--- src/rtl/time_split.sv ---
// Converts an elapsed centisecond count into cs/sec/min/hr fields using four
// back-to-back bit-serial restoring divisions that share one divider datapath.
module time_split #(
    parameter int CW       = 24,
    parameter int HW       = 5,
    parameter int HOUR_MOD = 24
) (
    input  logic          clk,
    input  logic          rst_n,
    input  logic          start,
    input  logic [CW-1:0] c,
    output logic          busy,
    output logic          valid,
    output logic [6:0]    cs,
    output logic [5:0]    sec,
    output logic [5:0]    min,
    output logic [HW-1:0] hr,
    output logic          ovf
);

    typedef enum logic [2:0] {
        IDLE, DIV_CS, DIV_SEC, DIV_MIN, DIV_HR, DONE
    } state_t;

    localparam logic [5:0] LAST_BIT = 6'(CW - 1);
    localparam logic [6:0] HMOD     = 7'(HOUR_MOD);

    state_t        state, state_next;
    logic          busy_next, valid_next;

    logic [CW-1:0] quo;
    logic [6:0]    rem;
    logic [5:0]    cnt;
    logic [6:0]    cs_r;
    logic [5:0]    sec_r, min_r;
    logic [6:0]    hr_r;
    logic          ovf_r;

    logic [6:0]    divisor;
    logic [7:0]    partial;
    logic          fits;
    logic [6:0]    rem_next;
    logic [CW-1:0] quo_next;
    logic          last;

    // Partial remainder is below the divisor (<=100) before the shift, so the
    // shifted value stays under 200 and fits the 8-bit compare without loss.
    always_comb begin
        divisor = 7'd100;
        case (state)
            DIV_SEC, DIV_MIN: divisor = 7'd60;
            DIV_HR:           divisor = HMOD;
            default:          ;
        endcase
        partial  = {rem, quo[CW-1]};
        fits     = partial >= {1'b0, divisor};
        rem_next = fits ? 7'(partial - {1'b0, divisor}) : partial[6:0];
        quo_next = {quo[CW-2:0], fits};
        last     = cnt == LAST_BIT;
    end

    always_comb begin
        state_next = state;
        busy_next  = busy;
        valid_next = 1'b0;
        case (state)
            IDLE: begin
                if (start) begin
                    state_next = DIV_CS;
                    busy_next  = 1'b1;
                end
            end
            DIV_CS:  if (last) state_next = DIV_SEC;
            DIV_SEC: if (last) state_next = DIV_MIN;
            DIV_MIN: if (last) state_next = DIV_HR;
            DIV_HR:  if (last) state_next = DONE;
            DONE: begin
                state_next = IDLE;
                busy_next  = 1'b0;
                valid_next = 1'b1;
            end
            default: state_next = IDLE;
        endcase
    end

    always_ff @(posedge clk or negedge rst_n) begin
        if (!rst_n) begin
            state <= IDLE;
            busy  <= 1'b0;
            valid <= 1'b0;
        end else begin
            state <= state_next;
            busy  <= busy_next;
            valid <= valid_next;
        end
    end

    // The quotient left in quo after each stage is the next stage's dividend.
    always_ff @(posedge clk or negedge rst_n) begin
        if (!rst_n) begin
            quo   <= '0;
            rem   <= '0;
            cnt   <= '0;
            cs_r  <= '0;
            sec_r <= '0;
            min_r <= '0;
            hr_r  <= '0;
            ovf_r <= 1'b0;
            cs    <= '0;
            sec   <= '0;
            min   <= '0;
            hr    <= '0;
            ovf   <= 1'b0;
        end else begin
            case (state)
                IDLE: begin
                    if (start) begin
                        quo <= c;
                        rem <= '0;
                        cnt <= '0;
                    end
                end
                DIV_CS, DIV_SEC, DIV_MIN, DIV_HR: begin
                    quo <= quo_next;
                    cnt <= last ? 6'd0 : cnt + 6'd1;
                    rem <= last ? 7'd0 : rem_next;
                    if (last) begin
                        case (state)
                            DIV_CS:  cs_r  <= rem_next;
                            DIV_SEC: sec_r <= rem_next[5:0];
                            DIV_MIN: min_r <= rem_next[5:0];
                            default: begin
                                hr_r  <= rem_next;
                                ovf_r <= |quo_next;
                            end
                        endcase
                    end
                end
                DONE: begin
                    cs  <= cs_r;
                    sec <= sec_r;
                    min <= min_r;
                    hr  <= HW'(hr_r);
                    ovf <= ovf_r;
                end
                default: ;
            endcase
        end
    end

endmodule
--- config.mk ---
export PLATFORM = sky130hd
export DESIGN_NAME = time_split
export DESIGN_NICKNAME = d
export VERILOG_FILES = /design/src/rtl/time_split.sv
export SDC_FILE = /design/constraint.sdc
export NUM_CORES = 1
export LEC_CHECK = 0
export CAP_MARGIN = 20
export CORE_ASPECT_RATIO = 1.5
export CORE_MARGIN = 3
export CORE_UTILIZATION = 30
export DETAILED_ROUTE_END_ITERATION = 16
export SETUP_SLACK_MARGIN = 0.15
export SYNTH_ARGS = -nofsm -noshare
export SYNTH_HDL_FRONTEND = slang
export SYNTH_SLANG_ARGS = --single-unit
export TNS_END_PERCENT = 20
--- constraint.sdc ---
create_clock -name clk -period 5.3 [get_ports clk]
set_input_delay 1.325 -clock clk [delete_from_list [all_inputs] [get_ports clk]]
set_output_delay 1.325 -clock clk [all_outputs]
set_load 0.005 [all_outputs]
### Word-level counts from Yosys, hierarchy flattened

Cells that the tools add are included.

* register bits after elaboration: 92
* output and inout bits: 27
* logic and storage cells: 64

* $add $sub $neg: 2
* bitwise gates (word level): 1
* muxes and demuxes: 19
* magnitude comparators: 1
* equality and inequality tests: 11
* reductions and logical operators: 14

Operator list (count)
* one-hot mux 24 bit (2 select lines): 1
* one-hot mux 7 bit (2 select lines): 2
* two-way mux 24 bit: 1
* OR reduction 24 bit: 1
* two-way mux 7 bit: 3
* two-way mux 3 bit: 5
* one-hot mux 3 bit (5 select lines): 1
* two-way mux 6 bit: 2
* one-hot mux 6 bit (2 select lines): 1
* AND reduction 3 bit: 4
* != test 2 bit (second input constant): 5
* greater-or-equal comparator 8 x 7 -> 1 bit: 1
* subtractor 7 bit: 1
* adder 6 x 1 -> 6 bit (second input constant): 1
* equality test 3 x 2 -> 1 bit (second input constant): 2
* equality test 3 bit (second input constant): 2
* equality test 6 x 5 -> 1 bit (second input constant): 1
* AND reduction 5 bit: 1
* AND reduction 2 bit: 2
* nonzero test 2 bit: 2
* OR reduction 4 bit: 1
* equality test 3 x 1 -> 1 bit (second input constant): 1
* zero test 3 bit: 1
* OR reduction 3 bit: 1
* 4 further kinds: 5

### Longest topological paths before layout

Gate-level depths: netlist of the first run.

* word-level depth: 7
* gate-level depth with buffers: 12
* depth with buffers taken out: 10

### Worst setup path before layout of the first run

No wires, ideal clock.

* path kind: register to register
* start: reg state[0]
* end: reg rem[3]
* buffers on the path: 2
* setup time: 0.139 ns
* cell stages (with the launch flop): 11
* data required time: 5.161 ns
* arrival time: 2.921 ns
* setup slack: 2.240 ns
* cells stage by stage: dfrtp_1 -> buf_2 -> or3b_1 -> buf_4 -> ha_1 -> nor3b_1 -> a2111oi_2 -> nor3_2 -> a311oi_4 -> mux2i_1 -> o22ai_1

* longest elaborated chain between the ends: 7
* elaborated cells on any way between the ends: 16

RTL lines
* from (decl): RTL line 28 `state_t state, state_next;`
* from (signal assigned): RTL line 92 `state <= state_next;`
* equality test 3 x 2 -> 1 bit: RTL line 50, 115
* OR reduction 2 bit: RTL line 50 `case (state)`
* one-hot mux 7 bit (2 select lines): RTL line 50
* subtractor 7 bit / greater-or-equal comparator 8 x 7 -> 1 bit (equally long branches): RTL line 57, 56
* two-way mux 7 bit: RTL line 57 `rem_next = fits ? 7'(partial - {1'b0, divisor}) : partial[6:0];`
* two-way mux 7 bit: RTL line 126 `rem <= last ? 7'd0 : rem_next;`
* one-hot mux 7 bit (2 select lines): RTL line 115 `case (state)`
* to (signal assigned): RTL line 126
* to (decl): RTL line 32 `logic [6:0] rem;`

Parallel ways exist; a longest one is shown, timed or not.
A chain may end at the register's enable or synchronous reset.

### Worst setup path after layout of the first run

* start: reg state[2]
* end: reg rem[3]

Same word-level chain as after synthesis.

==> out/results.txt, run 1 <==
status: completed
worst-path fanout max: 14
most common cell after layout, fill and taps aside: nand2_1
Seq pwr share: 47.7%
worst path arrival time: 3.81 ns
Slew Limit Fails: 0
cell count after synthesis: 427
Min Clock Period, post-route: 3.616 ns
Async SR Flop Fraction: 100.0%
startpoint types: flop
Routability Congestion: 0.8503
total clock sinks: 92
CP peak stage delay: 0.59 ns
CTS Buf Count: 9
worst hold path type: flop to flop
Initial Utilization: 30.71%
Comb power frac: 18.8%
Clk pwr share: 33.5%
initial antenna violation count: 0
largest net degree at the start of global routing: 60
Reg area: 2302 sq um
Hold Buf Count CTS: 0
Seq/Total Area, Yosys: 55.39%
Layout Area Growth over Synthesis: 23.54%
Worst-path clk slew: 0.06 ns
Crit path max-delay family: compound AO/OA/AOI/OAI gates
total gr overflow: 0
RSZ-0062 raised after global routing: no
max cap viols: 0
syn nets: 459
WL per Instance: 14.55 microns
Final Setup Violations: 0
synthesized area per cell: 9.734 sq um
Post-DRT Antenna Nets: 0
critical path depth in cells: 8
drt drc: 0
layout cells sized above 1: 7.547%
Layout fillers: 1387
area occupied by multi-input gates: 1733 sq um
number of global-route vias before repair: 3235
Final nets: 504
Psw: 582.4 uW
VDD IR max: 0.0001653 V
actual slew at the worst max-slew pin: 0.9780 ns
WS Path Type: flop to flop
Routed WL: 9.300 mm
drt initial violations: 157
vias per inst: 4.879
crit end category: flop
ANT cells: 0
global-route usage over all layers: 12.89%
ys flop type: dfrtp_1
Worst Skew: 0.007638 ns
design area: 5135 sq um
Die X-Extent: 102.1 microns
Die Ht: 150.2 microns
Pleak: 2.416 nW
CP Buf/Inv Count: 0
Core Area: 13530 sq um
most frequent cells in the layout: nand2_1, dfrtp_1, clkdlybuf4s50_1
Post-synth EDFFs: 0
number of top-level pins: 54
global-route wire length before repair: 15.59 mm
Setup TNS: 0 ns
relative slew slack: 34.64%
Distinct cells, synth: 45
PD cells: 378.9 nW/um^2
Skew-Pair Late Insertion Delay: 0.34 ns
Die ar.: 15330 sq um
Fin. Hold Viols: 0
crit-path cells: or3b_1 > ha_1 > nor3b_1 > a2111oi_2 > nor3_2 > a311oi_4 > mux2i_1 > o22ai_1
I/O Buffers: 53
setup bufs post-CTS: 0
dpl hpwl: 6.635 mm
f_max: 276.6 MHz
R2R cell count: 8
placement row count: 52
TritonCTS clock tree: yes
slowest CP cell: dfrtp_1
Mapped Area: 4156 sq um
Pre-antenna DRT Iters: 4
Resized cells post-CTS: 0
Switching Share: 29.93%
DP Cell Count: 623
Final Instance Count excl. Fillers: 639
CP required: 5.49 ns
clock root buffer: clkbuf_16
DR vias: 3118
Post-DP Area: 4822 sq um
Final period util: 68.22%
hold path depth: 2
Max Root-Sink Buffers: 2
CTS HTree Levels: 3
Yosys reg bits: 92
yosys synthesis warning count: 0
P_int: 1.363 mW
## state kept, by name, summed over array words and instances (netlist names), 6 cells and up
signal and cells:
cnt 6, min_r 6, cs_r 7, rem 7, sec_r 6, min 6
cs 7, quo 24, sec 6
## worst reg2reg max path, cell delays in order (launching register included)
cell	delay (ns)
dfrtp_1	0.59
or3b_1	0.57
ha_1	0.39
nor3b_1	0.18
a2111oi_2	0.52
nor3_2	0.13
a311oi_4	0.53
mux2i_1	0.45
o22ai_1	0.12
## synthesized netlist by cell type, types with 3 or more instances
cell	n	area share [%]
xnor2_1	3	0.63
o21ai_0	37	4.5
inv_1	10	0.90
mux2i_1	28	6.7
a21oi_1	8	0.96
dfrtp_1	92	55
mux2_2	8	2.2
o21ai_1	15	1.8
nand3_1	3	0.36
nand2b_1	3	0.45
clkbuf_1	15	1.4
nand2_1	136	12
and3_1	3	0.45
a211oi_1	3	0.54
o22ai_1	3	0.45
a22o_1	3	0.63
buf_2	4	0.48
nor2_1	8	0.72
nor4_1	6	0.90
nand4_1	3	0.45
a31oi_1	3	0.45
nor3_1	3	0.36
ha_1	5	1.5
## cells by family after synthesis
group | Yosys count | synth area share [%]
AO/OA/AOI/OAI | 79 | 11.23
adder cells (fa/ha/maj) | 5 | 1.505
flip-flops | 92 | 55.39
AND/OR/NAND/NOR | 177 | 18.45
buffers and inverters | 32 | 3.100
multiplexers | 37 | 9.272
XOR/XNOR | 5 | 1.054
## path summary, 6_finish.rpt
path,startpoint,end,slack (ns)
setup / recovery,state[2]$_DFFE_PN0P_,rem[3]$_DFFE_PN0P_,1.68
hold / removal,min_r[3]$_DFFE_PN0P_,min[3]$_DFFE_PN0P_,0.47
setup reg to reg,state[2]$_DFFE_PN0P_,rem[3]$_DFFE_PN0P_,1.68
hold reg to reg,min_r[3]$_DFFE_PN0P_,min[3]$_DFFE_PN0P_,0.47
max in group asynchronous,rst_n,cs[1]$_DFFE_PN0P_,3.29
min in group asynchronous,rst_n,quo[10]$_DFFE_PN0P_,1.00
## power groups by stage
stage / sequential, mW / combinational [mW] / clock [mW]
final: 0.928 / 0.367 / 0.652
after global routing: 0.943 / 0.409 / 0.702
after CTS: 0.929 / 0.371 / 0.672
after detailed placement: 0.939 / 0.370 / 0
after global placement: 0.934 / 0.349 / 0
after floorplan: 0.878 / 0.288 / 0
## per-layer routing
| layer | global-route usage, % | vias to the layer above | wire length (microns) |
|---|---|---|---|
| met5 | 0 | - | 0 |
| met4 | 5.253 | 0 | 144 |
| met3 | 2.411 | 10 | 380 |
| met2 | 22.69 | 63 | 4862 |
| met1 | 15.21 | 1500 | 3912 |
| li1 | - | 1545 | - |
## metrics by stage
| stage | power [mW] | util [%] | hold slack, ns | setup slack (ns) |
|---|---|---|---|---|
| final | 1.946 | 37.94 | 0.4662 | 1.684 |
| after floorplan | 1.167 | - | 0.4331 | 2.240 |
| after CTS | 1.971 | 37.94 | 0.4676 | 1.713 |
| after global placement | 1.283 | 35.63 | 0.4509 | 1.902 |
| after detailed placement | 1.310 | 35.63 | 0.4534 | 1.717 |
| after global routing | 2.054 | 37.94 | 0.4883 | 1.490 |
## layout make-up
| class | count | share of cell area, % |
|---|---|---|
| clock inverter | 5 | 1.170 |
| timing repair buffer | 55 | 10.58 |
| clock buffer | 11 | 4.922 |
| tap | 162 | 3.947 |
| inverter | 11 | 0.8041 |
| multi-input combinational | 303 | 33.75 |
| sequential | 92 | 44.83 |
No activity file was read; power rests on OpenSTA's default activity.
==> run 2, diff against run 1 <==
==> constraint.sdc (replaced) <==
create_clock -name clk -period 3.55 [get_ports clk]
set_input_delay 0.8875 -clock clk [delete_from_list [all_inputs] [get_ports clk]]
set_output_delay 0.8875 -clock clk [all_outputs]
set_load 0.005 [all_outputs]
==> run 2 against run 1 <==
  * Register-to-register slack worse by 1.4 ns
  * Maximum frequency is 12% higher
  * Sequential power is 49% higher
  * Clock power is 69% higher
  * Clock skew is 0.0011 ns higher
  * Critical path type unchanged
  * Critical endpoint is now hr_r[2]$_DFFE_PN0P_
  * Largest power group unchanged
==> out/results.txt, run 2 (same netlist as run 1, synthesis figures left out) <==
TritonCTS clock tree: yes
number of top-level pins: 54 (unchanged)
PD cells: 584.3 nW/um^2 (+54%)
number of global-route vias before repair: 3194 (-1.3%)
most common cell after layout, fill and taps aside: nand2_1
largest net degree at the start of global routing: 54 (-10%)
CP peak stage delay: 0.52 ns (-0.07 ns)
status: completed
max reg flops: 24 (unchanged)
ANT cells: 0 (unchanged)
f_max: 310.0 MHz (+12%)
worst-path fanout max: 10 (-4)
Biggest register: quo
Initial Utilization: 30.71% (unchanged)
vias per inst: 4.906 (+0.54%)
Post-DRT Antenna Nets: 0 (unchanged)
Pleak: 2.481 nW (+2.7%)
crit end category: flop
Slew Limit Fails: 0 (unchanged)
hold_sp: min_r[0]$_DFFE_PN0P_
startpoint types: flop
relative slew slack: 55.10% (+20 points)
Routed WL: 9.339 mm (+0.42%)
Core Area: 13530 sq um (unchanged)
Crit path max-delay family: compound AO/OA/AOI/OAI gates
total gr overflow: 0 (unchanged)
Worst-path clk slew: 0.07 ns (about the same)
Die X-Extent: 102.1 microns (unchanged)
CP Buf/Inv Count: 1 (+1)
Critical path origin: state[0]$_DFFE_PN0P_
clock root buffer: clkbuf_16
Final nets: 512 (+1.6%)
global-route wire length before repair: 15.67 mm (+0.53%)
Skew-Pair Late Insertion Delay: 0.34 ns (about the same)
CTS HTree Levels: 3 (unchanged)
WS Path Type: flop to flop
RSZ-0062 raised after global routing: no
worst r2r src: state[0]$_DFFE_PN0P_
Final Setup Violations: 0 (unchanged)
crit-path cells: or3b_4 > ha_1 > nor3b_1 > a2111oi_2 > nor3_2 > a311oi_4 > buf_4 > mux2_4 > o21ai_1
Hold Buf Count CTS: 0 (unchanged)
DP Cell Count: 628 (+0.80%)
CTS Buf Count: 9 (unchanged)
Die Ht: 150.2 microns (unchanged)
CP required: 3.82 ns (-1.67 ns)
Setup TNS: 0 ns (unchanged)
worst path arrival time: 3.49 ns (-0.32 ns)
Min Clock Period, post-route: 3.226 ns (-0.3898 ns)
Final period util: 90.87% (+23 points)
Final Instance Count excl. Fillers: 647 (+1.3%)
total clock sinks: 92 (unchanged)
WL per Instance: 14.43 microns (-0.82%)
initial antenna violation count: 0 (unchanged)
Layout Area Growth over Synthesis: 26.52%
layout cells sized above 1: 9.278% (+1.7 points)
dpl hpwl: 6.706 mm (+1.1%)
Routability Congestion: 0.8575 (+0.85%)
DR vias: 3174 (+1.8%)
drt drc: 0 (unchanged)
Max Root-Sink Buffers: 2 (unchanged)
placement row count: 52 (unchanged)
I/O Buffers: 53 (unchanged)
slowest CP cell: a2111oi_2
core utilization of the finished layout: 38.86% (+0.92 points)
Fin. Hold Viols: 0 (unchanged)
Worst Skew: 0.008775 ns (+0.001137 ns)
most frequent cells in the layout: nand2_1, dfrtp_1, clkdlybuf4s50_1
Die ar.: 15330 sq um (unchanged)
actual slew at the worst max-slew pin: 0.6735 ns (-0.3044 ns)
Pre-antenna DRT Iters: 4 (unchanged)
drt initial violations: 116 (-26%)
max cap viols: 0 (unchanged)
VDD IR max: 0.0002967 V (+79%)
global-route usage over all layers: 13.16% (+0.27 points)
worst hold path type: flop to flop
-- run 2: area by class of cell --
type	instances	area (sq um)
Fill cell	1367	8274
Sequential cell	92	2302
Multi-Input combinational cell	303	1739
Timing Repair Buffer	63	631.9
Clock buffer	10	229.0
Tap cell	162	202.7
Clock inverter	6	112.6
Inverter	11	41.29
-- run 2: power by group --
| group | switching, mW | leakage [nW] | internal, mW | total [mW] |
|---|---|---|---|---|
| registers | 0.173 | 1.17 | 1.20 | 1.38 |
| clock network | 0.409 | 0.167 | 0.690 | 1.10 |
| logic | 0.314 | 1.15 | 0.284 | 0.598 |
| total | 0.897 | 2.48 | 2.18 | 3.07 |
-- run 2: worst paths after layout --
kind / to / slack, ns / depth (start not counted)
min: min[0]$_DFFE_PN0P_ / 0.47 / 2
max reg2reg: hr_r[2]$_DFFE_PN0P_ / 0.32 / 9
max in group asynchronous: sec[1]$_DFFE_PN0P_ / 2.31 / 2
min reg2reg: min[0]$_DFFE_PN0P_ / 0.47 / 2
min in group asynchronous: quo[10]$_DFFE_PN0P_ / 0.57 / 1
max: hr_r[2]$_DFFE_PN0P_ / 0.32 / 9
-- run 2: tightest hold or removal path: cells and delay by family, from the launching register on --
kind	cells	cell delay (ns)
and+or+nand+nor	2	0.10
DFF	1	0.35
-- run 2: per-stage QoR --
| step | power, mW | setup WS, ns | cell area (sq um) | hold WS [ns] |
|---|---|---|---|---|
| after floorplan | 1.742 | 0.4898 | 4156 | 0.4331 |
| after global placement | 1.924 | 0.2370 | 4885 | 0.4507 |
| after detailed placement | 1.955 | 0.1159 | 4885 | 0.4587 |
| after CTS | 3.071 | 0.1769 | 5230 | 0.4758 |
| after global routing | 3.238 | 0.1592 | 5259 | 0.4874 |
| final | 3.073 | 0.3241 | 5259 | 0.4708 |
-- run 2: timing repair --
item / in CTS / in global routing
pin swaps: 0 / 1
setup endpoints to repair: 5 / 19
setup buffers: 0 / 2
resized for setup: 1 / 1
-- run 2: routing by layer --
metal  vias up  wire (microns)  track usage (%)
li1       1554               -                -
met1      1524            3950            15.66
met2        77            4732            22.07
met3        19             377            3.292
met4         0             279            6.106
met5         -               0                0
==> run 3, diff against run 2 <==
--- a/config.mk
+++ b/config.mk
@@ -8,7 +8,7 @@
 export CAP_MARGIN = 20
 export CORE_ASPECT_RATIO = 1.5
 export CORE_MARGIN = 3
-export CORE_UTILIZATION = 30
+export CORE_UTILIZATION = 28
 export DETAILED_ROUTE_END_ITERATION = 16
 export SETUP_SLACK_MARGIN = 0.15
 export SYNTH_ARGS = -nofsm -noshare
==> run 3 against run 2 <==
  * Combinational power barely moved
  * Clock power fell by 9.8%
  * Global-route usage fell by 1.1 points
  * Sequential share of layout area barely moved
  * Maximum frequency rose by 3.3%
  * Largest power group unchanged
  * First-iteration DRC count fell by 15%
  * Total power fell by 3.4%
  * Final area barely moved
  * Count of clock-buffer cells in the layout rose by 3
  * Non-clock buffer count rose by 1
  * Sequential cell count did not move
==> out/results.txt, run 3 (same netlist as run 1, synthesis figures left out) <==
R2R cell count: 10 (+1)
Die X-Extent: 105.5 microns (+3.3%)
global-route usage over all layers: 12.07% (-1.1 points)
layout cells sized above 1: 9.671% (+0.39 points)
hold path depth: 2 (unchanged)
total gr overflow: 0 (unchanged)
Min Clock Period, post-route: 3.122 ns (-0.1041 ns)
WL per Instance: 13.66 microns (-5.4%)
max reg flops: 24 (unchanged)
I/O Buffers: 53 (unchanged)
Skew-Pair Late Insertion Delay: 0.34 ns (about the same)
clock root buffer: clkbuf_16
Layout Area Growth over Synthesis: 26.64% (about the same)
most frequent cells in the layout: nand2_1, dfrtp_1, clkdlybuf4s50_1
f_max: 320.3 MHz (+3.3%)
most common cell after layout, fill and taps aside: nand2_1
Routability Congestion: 0.8727 (+1.8%)
TritonCTS clock tree: yes
vias per inst: 4.667 (-4.9%)
CP required: 3.76 ns (-0.06 ns)
Critical R2R Capture: cs_r[6]$_DFFE_PN0P_
drt initial violations: 99 (-15%)
worst r2r src: state[0]$_DFFE_PN0P_
RSZ-0062 raised after global routing: no
largest net degree at the start of global routing: 51 (-5.6%)
Final nets: 513 (+0.20%)
flop2flop setup slack: 0.43 ns (+0.10 ns)
Die Ht: 155.2 microns (+3.4%)
hold_sp: cs_r[0]$_DFFE_PN0P_
Slew Limit Fails: 0 (unchanged)
WS Path Type: flop to flop
total power: 2.967 mW (-3.4%)
Worst Hold End: cs[0]$_DFFE_PN0P_
Fin. Hold Viols: 0 (unchanged)
worst-path fanout max: 10 (unchanged)
drt drc: 0 (unchanged)
CTS HTree Levels: 3 (unchanged)
Worst-path clk slew: 0.06 ns (about the same)
placement row count: 53 (+1.9%)
relative slew slack: 55.78% (+0.68 points)
Initial Utilization: 29.15% (-1.6 points)
dpl hpwl: 6.630 mm (-1.1%)
number of global-route vias before repair: 3185 (-0.28%)
crit end category: flop
Setup TNS: 0 ns (unchanged)
Pre-antenna DRT Iters: 4 (unchanged)
Biggest register: quo
Die ar.: 16370 sq um (+6.8%)
Final Instance Count excl. Fillers: 678 (+4.8%)
worst hold path type: flop to flop
total clock sinks: 92 (unchanged)
max cap viols: 0 (unchanged)
initial antenna violation count: 0 (unchanged)
global-route wire length before repair: 15.92 mm (+1.6%)
worst path arrival time: 3.33 ns (-0.16 ns)
Max Root-Sink Buffers: 2 (unchanged)
actual slew at the worst max-slew pin: 0.6633 ns (-0.01021 ns)
DP Cell Count: 659 (+4.9%)
Final Setup Violations: 0 (unchanged)
VDD IR max: 0.0002839 V (-4.3%)
DR vias: 3164 (-0.32%)
Routed WL: 9.262 mm (-0.82%)
startpoint types: flop
Core Area: 14260 sq um (+5.4%)
Pleak: 2.472 nW (-0.34%)
CTS Buf Count: 9 (unchanged)
PD cells: 563.7 nW/um^2 (-3.5%)
ANT cells: 0 (unchanged)
status: completed
number of top-level pins: 54 (unchanged)
Worst Skew: 0.009805 ns (+0.001030 ns)
Post-DRT Antenna Nets: 0 (unchanged)
Final period util: 87.94% (-2.9 points)
==> run 3: cell types whose count changed in the layout (fill, tap and decap cells not counted), sizes merged <==
cell / change
bufinv: -2
clkbuf: +3
clkinv: -1
buf: +1
==> run 3: routing by layer <==
layer	share of wire (%)	track usage, %
met5	0	0
met2	50	20.71
met3	4.4	2.989
met1	44	14.22
met4	1.9	5.316
==> run 3: area by class of cell <==
cell class	instances	area, sq um
clock buffer	13	270.3
clock inverter	3	43.79
fill	1421	8994
inverter	11	41.29
multi-input combinational	303	1743
sequential	92	2302
tap	192	240.2
timing repair buffer	64	623.1
==> run 3: where the power goes <==
part / switching (mW) / total (mW) / internal (mW)
Combinational: 0.300 / 0.597 / 0.296
Sequential: 0.175 / 1.38 / 1.20
Clock: 0.389 / 0.992 / 0.604
Total: 0.864 / 2.97 / 2.10
==> run 3: stage by stage <==
stage	cell area, sq um	utilization [%]	worst slack, ns	hold WS, ns
6_report	5264	36.92	0.4281	0.4656
5_1_grt	5264	36.92	0.2366	0.4860
4_1_cts	5235	36.72	0.1366	0.4737
3_5_place_dp	4917	34.49	0.1118	0.4578
3_3_place_gp	4917	34.49	0.2702	0.4504
2_1_floorplan	4156	-	0.4898	0.4331
==> run 3: critical path: stages, from the launching register on <==
cell and delay, ns:
dfrtp_1 0.47, or3b_4 0.50, ha_1 0.32, nor3b_1 0.17
a2111oi_2 0.53, nor3_2 0.12, a311oi_4 0.28, buf_4 0.19
buf_4 0.11, mux2i_1 0.21, o21ai_1 0.09
==> run 3: worst max-delay path by stage <==
stage,from,to,cells past startpoint
6_report,state[0]$_DFFE_PN0P_,cs_r[6]$_DFFE_PN0P_,10
2_1_floorplan,state[0]$_DFFE_PN0P_,rem[3]$_DFFE_PN0P_,10
3_5_place_dp,state[0]$_DFFE_PN0P_,rem[3]$_DFFE_PN0P_,8
4_1_cts,state[0]$_DFFE_PN0P_,cs_r[5]$_DFFE_PN0P_,8
3_3_place_gp,state[0]$_DFFE_PN0P_,rem[3]$_DFFE_PN0P_,8
5_1_grt,state[0]$_DFFE_PN0P_,cs_r[3]$_DFFE_PN0P_,9
==> run 3: what timing repair did <==
item / 4_1_cts / 5_1_grt
hold endpoints to repair: 0 / 0
gates resized for setup: 1 / 2
pin swaps: 0 / 1
hold buffers: 0 / 0
endpoints found under the setup margin: 6 / 16
buffers inserted: 0 / 3
